$ cat src/rtl/seg7_scan_if.sv
// seg7_scan_if: CPU store port and display pins of the 7-segment scan controller
interface seg7_scan_if;
  logic        wr_en;
  logic [31:0] wr_data;
  logic [3:0]  wr_be;
  logic        enable;
  logic [31:0] rd_data;
  logic        update_pending;
  logic [7:0]  an_n;
  logic [6:0]  seg_n;
  logic        frame_done;
  modport master (output wr_en, wr_data, wr_be, enable, input rd_data, update_pending, an_n, seg_n, frame_done);
  modport slave (input wr_en, wr_data, wr_be, enable, output rd_data, update_pending, an_n, seg_n, frame_done);
endinterface

$ cat src/rtl/seg7_scan_controller.sv
// seg7_scan_controller: tear-free 8-digit 7-segment scanner; SEG7_LEADING_ZERO_BLANK_EN blanks leading zeros
module seg7_scan_controller #(
  parameter int PRESCALE   = 50000,
  parameter int GAP_CYCLES = 16
) (
  input logic         clk,
  input logic         reset,
  seg7_scan_if.slave  bus
);
  typedef enum logic [1:0] {IDLE, ON, GAP} state_t;
  localparam logic [31:0] P_LD = 32'(PRESCALE - 1);
  localparam logic [31:0] G_LD = 32'(GAP_CYCLES - 1);
  state_t      state, nstate;
  logic [2:0]  idx, nidx, msd;
  logic [31:0] cnt, ncnt, pending_reg, display_reg, ndisp;
  logic [7:0]  an_r;
  logic [6:0]  seg_r;
  logic        up_r, fd_r, frame_edge, commit, blank;
  function automatic logic [6:0] decode(input logic [3:0] v);
    case (v)
      4'h0: decode = 7'b1000000;
      4'h1: decode = 7'b1111001;
      4'h2: decode = 7'b0100100;
      4'h3: decode = 7'b0110000;
      4'h4: decode = 7'b0011001;
      4'h5: decode = 7'b0010010;
      4'h6: decode = 7'b0000010;
      4'h7: decode = 7'b1111000;
      4'h8: decode = 7'b0000000;
      4'h9: decode = 7'b0010000;
      4'hA: decode = 7'b0001000;
      4'hB: decode = 7'b0000011;
      4'hC: decode = 7'b1000110;
      4'hD: decode = 7'b0100001;
      4'hE: decode = 7'b0000110;
      default: decode = 7'b0001110;
    endcase
  endfunction
  // Scan sequencing: dropping enable always wins, otherwise count down the ON/GAP periods
  always_comb begin
    nstate = state;
    nidx = idx;
    ncnt = cnt;
    if (!bus.enable) begin
      nstate = IDLE;
      nidx = 3'd0;
      ncnt = '0;
    end else if (state == IDLE) begin
      nstate = ON;
      nidx = 3'd0;
      ncnt = P_LD;
    end else if (cnt != 0) begin
      ncnt = cnt - 32'd1;
    end else if (state == ON && GAP_CYCLES != 0) begin
      nstate = GAP;
      ncnt = G_LD;
    end else begin
      nstate = ON;
      nidx = idx + 3'd1;
      ncnt = P_LD;
    end
  end
  // The frame ends when digit 7's last period (GAP, or ON without gaps) expires
  assign frame_edge = bus.enable && state != IDLE && cnt == 0 && idx == 3'd7 && (state == GAP || GAP_CYCLES == 0);
  assign commit = frame_edge || (state == IDLE && up_r);
  assign ndisp = commit ? pending_reg : display_reg;
`ifdef SEG7_LEADING_ZERO_BLANK_EN
  // Most significant nonzero nibble; digit 0 counts as significant even when zero
  always_comb begin
    msd = 3'd0;
    for (int i = 1; i < 8; i++) msd = (ndisp[4*i +: 4] != 4'h0) ? 3'(i) : msd;
  end
  assign blank = nidx > msd;
`else
  assign msd = 3'd0;
  assign blank = 1'b0;
`endif
  // State, store port, commit and registered display pins all move on the same edge
  always_ff @(posedge clk) begin
    if (reset) begin
      state <= IDLE;
      idx <= 3'd0;
      cnt <= '0;
      pending_reg <= '0;
      display_reg <= '0;
      up_r <= 1'b0;
      fd_r <= 1'b0;
      an_r <= 8'hFF;
      seg_r <= 7'h7F;
    end else begin
      state <= nstate;
      idx <= nidx;
      cnt <= ncnt;
      for (int i = 0; i < 4; i++)
        if (bus.wr_en && bus.wr_be[i]) pending_reg[8*i +: 8] <= bus.wr_data[8*i +: 8];
      up_r <= bus.wr_en || (up_r && !commit);
      display_reg <= ndisp;
      fd_r <= frame_edge;
      an_r <= (nstate == ON) ? ~(8'd1 << nidx) : 8'hFF;
      seg_r <= (nstate == ON && !blank) ? decode(ndisp[{nidx, 2'b00} +: 4]) : 7'h7F;
    end
  end
  assign bus.rd_data = display_reg;
  assign bus.update_pending = up_r;
  assign bus.an_n = an_r;
  assign bus.seg_n = seg_r;
  assign bus.frame_done = fd_r;
endmodule

$ cat src/flat_wrapper.sv
// flat-port wrapper written by rule: the top's interface ports become plain ports
module seg7_scan_controller_flat 
#(
  parameter int PRESCALE   = 50000,
  parameter int GAP_CYCLES = 16
)
  (clk, reset, bus_wr_en, bus_wr_data, bus_wr_be, bus_enable, bus_rd_data, bus_update_pending, bus_an_n, bus_seg_n, bus_frame_done);
  seg7_scan_if bus_i ();
  input logic clk;
  input logic reset;
  input wire logic [$bits(bus_i.wr_en)-1:0] bus_wr_en;
  input wire logic [$bits(bus_i.wr_data)-1:0] bus_wr_data;
  input wire logic [$bits(bus_i.wr_be)-1:0] bus_wr_be;
  input wire logic [$bits(bus_i.enable)-1:0] bus_enable;
  output wire logic [$bits(bus_i.rd_data)-1:0] bus_rd_data;
  output wire logic [$bits(bus_i.update_pending)-1:0] bus_update_pending;
  output wire logic [$bits(bus_i.an_n)-1:0] bus_an_n;
  output wire logic [$bits(bus_i.seg_n)-1:0] bus_seg_n;
  output wire logic [$bits(bus_i.frame_done)-1:0] bus_frame_done;
  assign bus_i.wr_en = bus_wr_en;
  assign bus_i.wr_data = bus_wr_data;
  assign bus_i.wr_be = bus_wr_be;
  assign bus_i.enable = bus_enable;
  assign bus_rd_data = bus_i.rd_data;
  assign bus_update_pending = bus_i.update_pending;
  assign bus_an_n = bus_i.an_n;
  assign bus_seg_n = bus_i.seg_n;
  assign bus_frame_done = bus_i.frame_done;
  seg7_scan_controller #(.PRESCALE(PRESCALE), .GAP_CYCLES(GAP_CYCLES)) u_core (.clk(clk), .reset(reset), .bus(bus_i));
endmodule
$ cat config.mk
export PLATFORM = sky130hd
export DESIGN_NAME = seg7_scan_controller_flat
export DESIGN_NICKNAME = d
export VERILOG_FILES = /design/src/rtl/seg7_scan_if.sv /design/src/rtl/seg7_scan_controller.sv /design/src/flat_wrapper.sv
export SDC_FILE = /design/constraint.sdc
export NUM_CORES = 1
export LEC_CHECK = 0
export CORE_ASPECT_RATIO = 1.75
export CORE_UTILIZATION = 49
export CTS_CLUSTER_DIAMETER = 60
export CTS_CLUSTER_SIZE = 24
export DETAILED_ROUTE_END_ITERATION = 12
export GPL_ROUTABILITY_DRIVEN = 0
export MAX_ROUTING_LAYER = met4
export PLACE_DENSITY = 0.75
export SKIP_LAST_GASP = 1
export SYNTH_ARGS = -nofsm -noshare
export SYNTH_HDL_FRONTEND = slang
export SYNTH_SLANG_ARGS = --single-unit
$ cat constraint.sdc
create_clock -name clk -period 5.12 [get_ports clk]
set_clock_uncertainty 0.1 [all_clocks]
set_input_delay 0.512 -clock clk [delete_from_list [all_inputs] [get_ports clk]]
set_output_delay 0.512 -clock clk [all_outputs]
set_load 0.03 [all_outputs]
* After elaboration in Yosys (flattened, before gate mapping) *
Memory sizes are Yosys's and may differ from the RTL's. A register that Yosys moved wholly into a read port is not among the register bits.
Cells that the tools add are included.

storage, ports and cells
  register bits after elaboration = 111
  bits in read-only memories = 112
  bits of input ports = 40
  output and inout port bits = 49
  word-level logic and storage cells = 56
  memories = 1

memory list
  name             depth  width  read ports  clocked after memory_dff  wr ports  line                        text
  (no name shown)  16     7      1           1                         0         seg7_scan_controller.sv:20  case (v)

operators by class
  $add $sub $neg = 2
  eq/ne operators = 4
  shift operators = 2
  multiplexer cells = 12
  bitwise logic cells = 3
  reductions and logical operators = 20

operators with widths
  cell                     count
  $mux W32                 2
  $logic_not A32 Y1        1
  $mux W16                 2
  $reduce_bool A32 Y1      1
  $shiftx A32 B6 Y4        1
  $sub A32 B1 Y32 const B  1
  $mux W3                  4
  $logic_and A1 B1 Y1      10
  $mux W2                  4
  $not A8 Y8               1
  $shl A1 B3 Y8 const A    1
  $eq A2 B1 Y1 const B     2
  $reduce_or A2 Y1         2
  $add A3 B1 Y3 const B    1
  $eq A3 B3 Y1 const B     1
  $reduce_or A3 Y1         1
  $eq A2 B2 Y1 const B     1
  $logic_not A2 Y1         1
  $logic_or A1 B1 Y1       2
  $not A1 Y1               2
  $reduce_bool A2 Y1       1
  $logic_not A1 Y1         1

* Logic depth before layout (Yosys ltp) *
  word-level depth = 9
  depth in mapped cells = 19
  mapped depth without buffers = 17

* Worst setup path after synthesis *
OpenSTA, ideal clock, no wires.

  path type = register to register
  start point = register u_core.cnt[9]
  end point = register u_core.seg_r[1], in the netlist u_core.bus.seg_n[1]
  setup time = 0.122 ns
  arrival time = 3.838 ns
  required time = 4.898 ns
  path slack = 1.061 ns
  cell stages (with the launch flop) = 15
  path buffers = 3
  period minus slack after synthesis = 4.059 ns
  cells stage by stage = dfxtp_1 > or4_4 > or3_1 > buf_2 > or4_1 > clkbuf_1 > xnor2_1 > nand2_1 > buf_2 > mux2_2 > nand2_1 > o21ai_0 > a21o_2 > ha_1 > a221o_1

on the way
  cells in the longest elaborated chain, start to end = 7
  elaborated cells between the ends (all ways) = 17
  those cells by class = eq/ne (1); shift (1); mux (7); bitwise (1); reduce/logical (7)

ends and longest elaborated chain
  item                                                             line                                                     text
  start, declared                                                  seg7_scan_controller.sv:15                               logic [31:0] cnt, ncnt, pending_reg, display_reg, ndisp;
  start signal, assigned                                           seg7_scan_controller.sv:93                               cnt <= ncnt;
  $logic_not A32 Y1 / $reduce_bool A32 Y1 (equally long branches)  seg7_scan_controller.sv:64, seg7_scan_controller.sv:52
  $logic_and A1 B1 Y1 / $mux W2 (equally long branches)            seg7_scan_controller.sv:64, seg7_scan_controller.sv:52
  $logic_and A1 B1 Y1 / $mux W2 (equally long branches)            seg7_scan_controller.sv:64, seg7_scan_controller.sv:48
  $logic_and A1 B1 Y1 / $mux W2 (equally long branches)            seg7_scan_controller.sv:64, seg7_scan_controller.sv:44
  $logic_or A1 B1 Y1 / $eq A2 B1 Y1 (equally long branches)        seg7_scan_controller.sv:65, seg7_scan_controller.sv:100
  $mux W32 / $not A1 Y1 (equally long branches)                    n/a
  $shiftx A32 B6 Y4 / $reduce_or A2 Y1 (equally long branches)     n/a
  end, declared                                                    seg7_scan_controller.sv:17                               logic [6:0] seg_r;

Several ways; a longest one is shown, not always the timed one.
A chain may end at the register's enable or synchronous reset.

* Final worst setup path *
  start point = register u_core.cnt[9]
  end point = register u_core.seg_r[3], in the netlist u_core.bus.seg_n[3]

The elaborated chain is that of the path after synthesis.

==> qor.csv <==
stage;metric;value;unit
power;Overall Power;2390;uW
min_path;hold_sp;u_core.pending_reg[7]$_SDFFE_PP0P_;
timing;period utilisation layout;89.9;%
setup_path;slowest cell delay on critical path;660;ps
finish;Fill cells;851;
setup_path;crit-path cells;or4_4 -> or3_1 -> or4_1 -> xnor2_1 -> nand2_1 -> nor2b_1 -> a211oi_1 -> a211oi_1 -> a21o_2 -> inv_1 -> ha_1 -> mux2_2 -> mux2i_1 -> nand2_1;
finish;fraction of layout cells with a size suffix above 1;7.65;%
setup_path;Worst Setup Path Type;flop to flop;
logic_synthesis;Post-synth EDFFs;0;
timing;minimum clock period;4600;ps
clock_network;Worst-Skew Late Latency;420;ps
clock_network;CTS Buf Count;17;
logic_synthesis;Yosys top cell area share;46.7;%
clock_network;CTS tree;built;
timing;Final setup viols;0;
routing;number of DRC markers in iteration 0;183;
setup_path;Buf/Inv on CP;1;
grt;initial antenna violation count;0;
logic_synthesis;Post-Synthesis Cells;564;
timing;fmax;217;MHz
power;power density cells;366;nW/um2
placement;placed wire-length estimate;8520;um
floorplan;# rows;48;
finish;fin nets;691;
finish;Util after Layout;65.6;%
grt;vias in the first global route;4255;
routing;vias per cell;5.45;
routing;DRC viols;0;
logic_synthesis;Yosys warning total;0;
clock_network;Root Buffer Master;clkbuf_16;
power;Max IR drop VDD;0.286;mV
clock_network;Resized Gates After CTS;0;
timing;Hold Vio Cnt, Final;0;
grt;largest net degree at the start of global routing;71;
floorplan;die span in x;78.8;um
placement;Inst Count DP;747;
power;P_leak;0.00273;uW
clock_network;Hold Buf Count CTS;0;
logic_synthesis;most area-consuming cells after synthesis;dfxtp_1 47%, mux2i_1 9.5%, nor2_1 5.6%;
logic_synthesis;Main synth FF type;dfxtp_1;
setup_path;CP startpoint;u_core.cnt[9]$_SDFF_PP0_;
logic_synthesis;Yosys top cell by area;dfxtp_1;
logic_synthesis;Yosys cell types;49;
logic_synthesis;Mapped Nets;614;
clock_network;clock buffer depth;2;
clock_network;clock slew at reported path FFs;60;ps
timing;Hold Slack;348;ps
timing;total negative setup slack;0;ps
floorplan;core area;9970;um2
setup_path;Reg2Reg Depth;14;
setup_path;reg2reg start;u_core.cnt[9]$_SDFF_PP0_;
placement;I/O Buffers;88;
floorplan;I/O pin cnt;89;
logic_synthesis;synthesis-stage register bit count;118;
setup_path;crit-path leading delay family;simple AND/OR/NAND/NOR gates;
setup_path;Worst path depth;14;
floorplan;Initial Util;50.8;%
setup_path;Slowest-stage cell, CP;or4_1;
setup_path;Setup crit end kind;flop;
min_path;Hold Crit Class;flop to flop;
logic_synthesis;syn_area_per_cell;8.97;um2
logic_synthesis;register area share after synthesis;46.7;%
timing;Slew headroom;47.9;%
floorplan;die area;10800;um2
run_status;status;completed;
routing;drt pass-1 iters;5;
setup_path;worst path required time;5320;ps
routing;via count;4248;
routing;final antenna-violating net count;0;
logic_synthesis;Cell Area, Synth;5060;um2
flow_run;# Max-Cap Violations;0;
setup_path;arrival time at the worst endpoint;4800;ps
timing;Slew @ Worst Pin;779;ps
grt;grt ovf;0;
finish;Area Growth Syn to Fin;29.2;%
grt;GR Util All Layers;24.7;%
timing;Slew Viols, Final;0;
floorplan;Die Span Y;136;um
timing;RSZ-0062 raised after global routing;false;
grt;first-pass GRT wire length;19800;um
finish;Inserted Diodes;0;
clock_network;CTS sink count;118;
setup_path;Max FO, Critical Path;14;
min_path;worst hold stages;2;
clock_network;post-CTS setup buffers;0;
routing;WL/cell;15.3;um
finish;Post-Layout Cell Count;779;
logic_synthesis;Post-synth ARST share;0;%
setup_path;CP startpoint kind;flop;
clock_network;CTS H-tree depth;4;
routing;DRT Wirelength;11900;um
-- path summary, 6_finish.rpt --
kind / endpoint / slack, ps
setup / recovery: u_core.bus.seg_n[3]$_SDFF_PP1_ / 520
hold / removal: u_core.pending_reg[7]$_SDFFE_PP0P_ / 350
setup reg to reg: u_core.bus.seg_n[3]$_SDFF_PP1_ / 520
hold reg to reg: u_core.pending_reg[7]$_SDFFE_PP0P_ / 350
-- synthesized netlist by cell type, types with 8 or more instances --
master    instances
xnor2_1          15
dfxtp_1         118
nor3_1           11
nor4_1            9
mux2i_1          48
ha_1             10
a21oi_1          50
xor2_1           13
nor2b_1           9
nand2b_1          8
clkbuf_1         18
nand2_1          69
nor2_1           75
nand3_1          37
-- cell usage in the layout, fill, tap and decap left out, types with 4 or more instances in the layout --
| master | netlist | layout |
|---|---|---|
| xnor2_1 | 15 | 15 |
| dfxtp_1 | 118 | 118 |
| or4_1 | 5 | 5 |
| inv_6 | 0 | 6 |
| nand3_1 | 37 | 37 |
| xor2_1 | 13 | 13 |
| a21oi_1 | 50 | 50 |
| nand2b_1 | 8 | 8 |
| o21ai_0 | 4 | 4 |
| nor2b_1 | 9 | 9 |
| nand2_1 | 69 | 69 |
| clkbuf_16 | 0 | 17 |
| nor2_1 | 75 | 75 |
| nor4_1 | 9 | 9 |
| mux2_2 | 5 | 5 |
| clkdlybuf4s50_1 | 0 | 87 |
| ha_1 | 10 | 10 |
| mux2i_1 | 48 | 48 |
| nor3_1 | 11 | 11 |
| inv_1 | 5 | 5 |
-- cell families (layout without fill, tap and decap cells) --
| family | Yosys count | count (layout) | synth area share [%] |
|---|---|---|---|
| xor gates and xnor gates | 28 | 28 | 4.85 |
| buffers and inverters | 37 | 127 | 3.63 |
| muxes | 55 | 55 | 11.1 |
| adders and majority gates | 10 | 10 | 2.47 |
| AOI/OAI and AO/OA | 77 | 77 | 9.49 |
| and+or+nand+nor | 239 | 239 | 21.8 |
| DFF | 118 | 118 | 46.7 |
-- power by group --
part / switching [uW] / internal [uW]
clock: 459 / 728
combinational: 133 / 107
sequential: 19.4 / 947
-- per-layer routing --
layer	track usage, %	vias to the layer above	share of wire [%]
met5	-	-	0
met4	12.2	0	2.9
met3	7.18	30	4.7
met2	43.5	130	54
met1	24.6	1987	38
li1	-	2101	-
-- through the flow --
| stage | worst slack (ps) | area [um2] |
|---|---|---|
| after floorplan | 1060 | 5060 |
| after global placement | 703 | 5940 |
| after detailed placement | 620 | 5940 |
| after CTS | 577 | 6540 |
| after global routing | 278 | 6540 |
| final | 518 | 6540 |
-- worst register-to-register path, cell delays in order, from the launching register on --
cell	delay, ps
dfxtp_1	350
or4_4	540
or3_1	410
or4_1	660
xnor2_1	270
nand2_1	450
nor2b_1	250
a211oi_1	70
a211oi_1	360
a21o_2	200
inv_1	110
ha_1	250
mux2_2	270
mux2i_1	120
nand2_1	60
-- final cells by class --
cell class / instances / area [um2] / share of cell area, %
Multi-Input combinational cell: 409 / 2510 / 38.5
Tap cell: 125 / 156 / 2.39
Inverter: 5 / 18.8 / 0.287
Sequential cell: 118 / 2360 / 36.1
Clock buffer: 17 / 425 / 6.51
Clock inverter: 15 / 170 / 2.60
Timing Repair Buffer: 90 / 891 / 13.6
(Power assumes the default switching activity.)
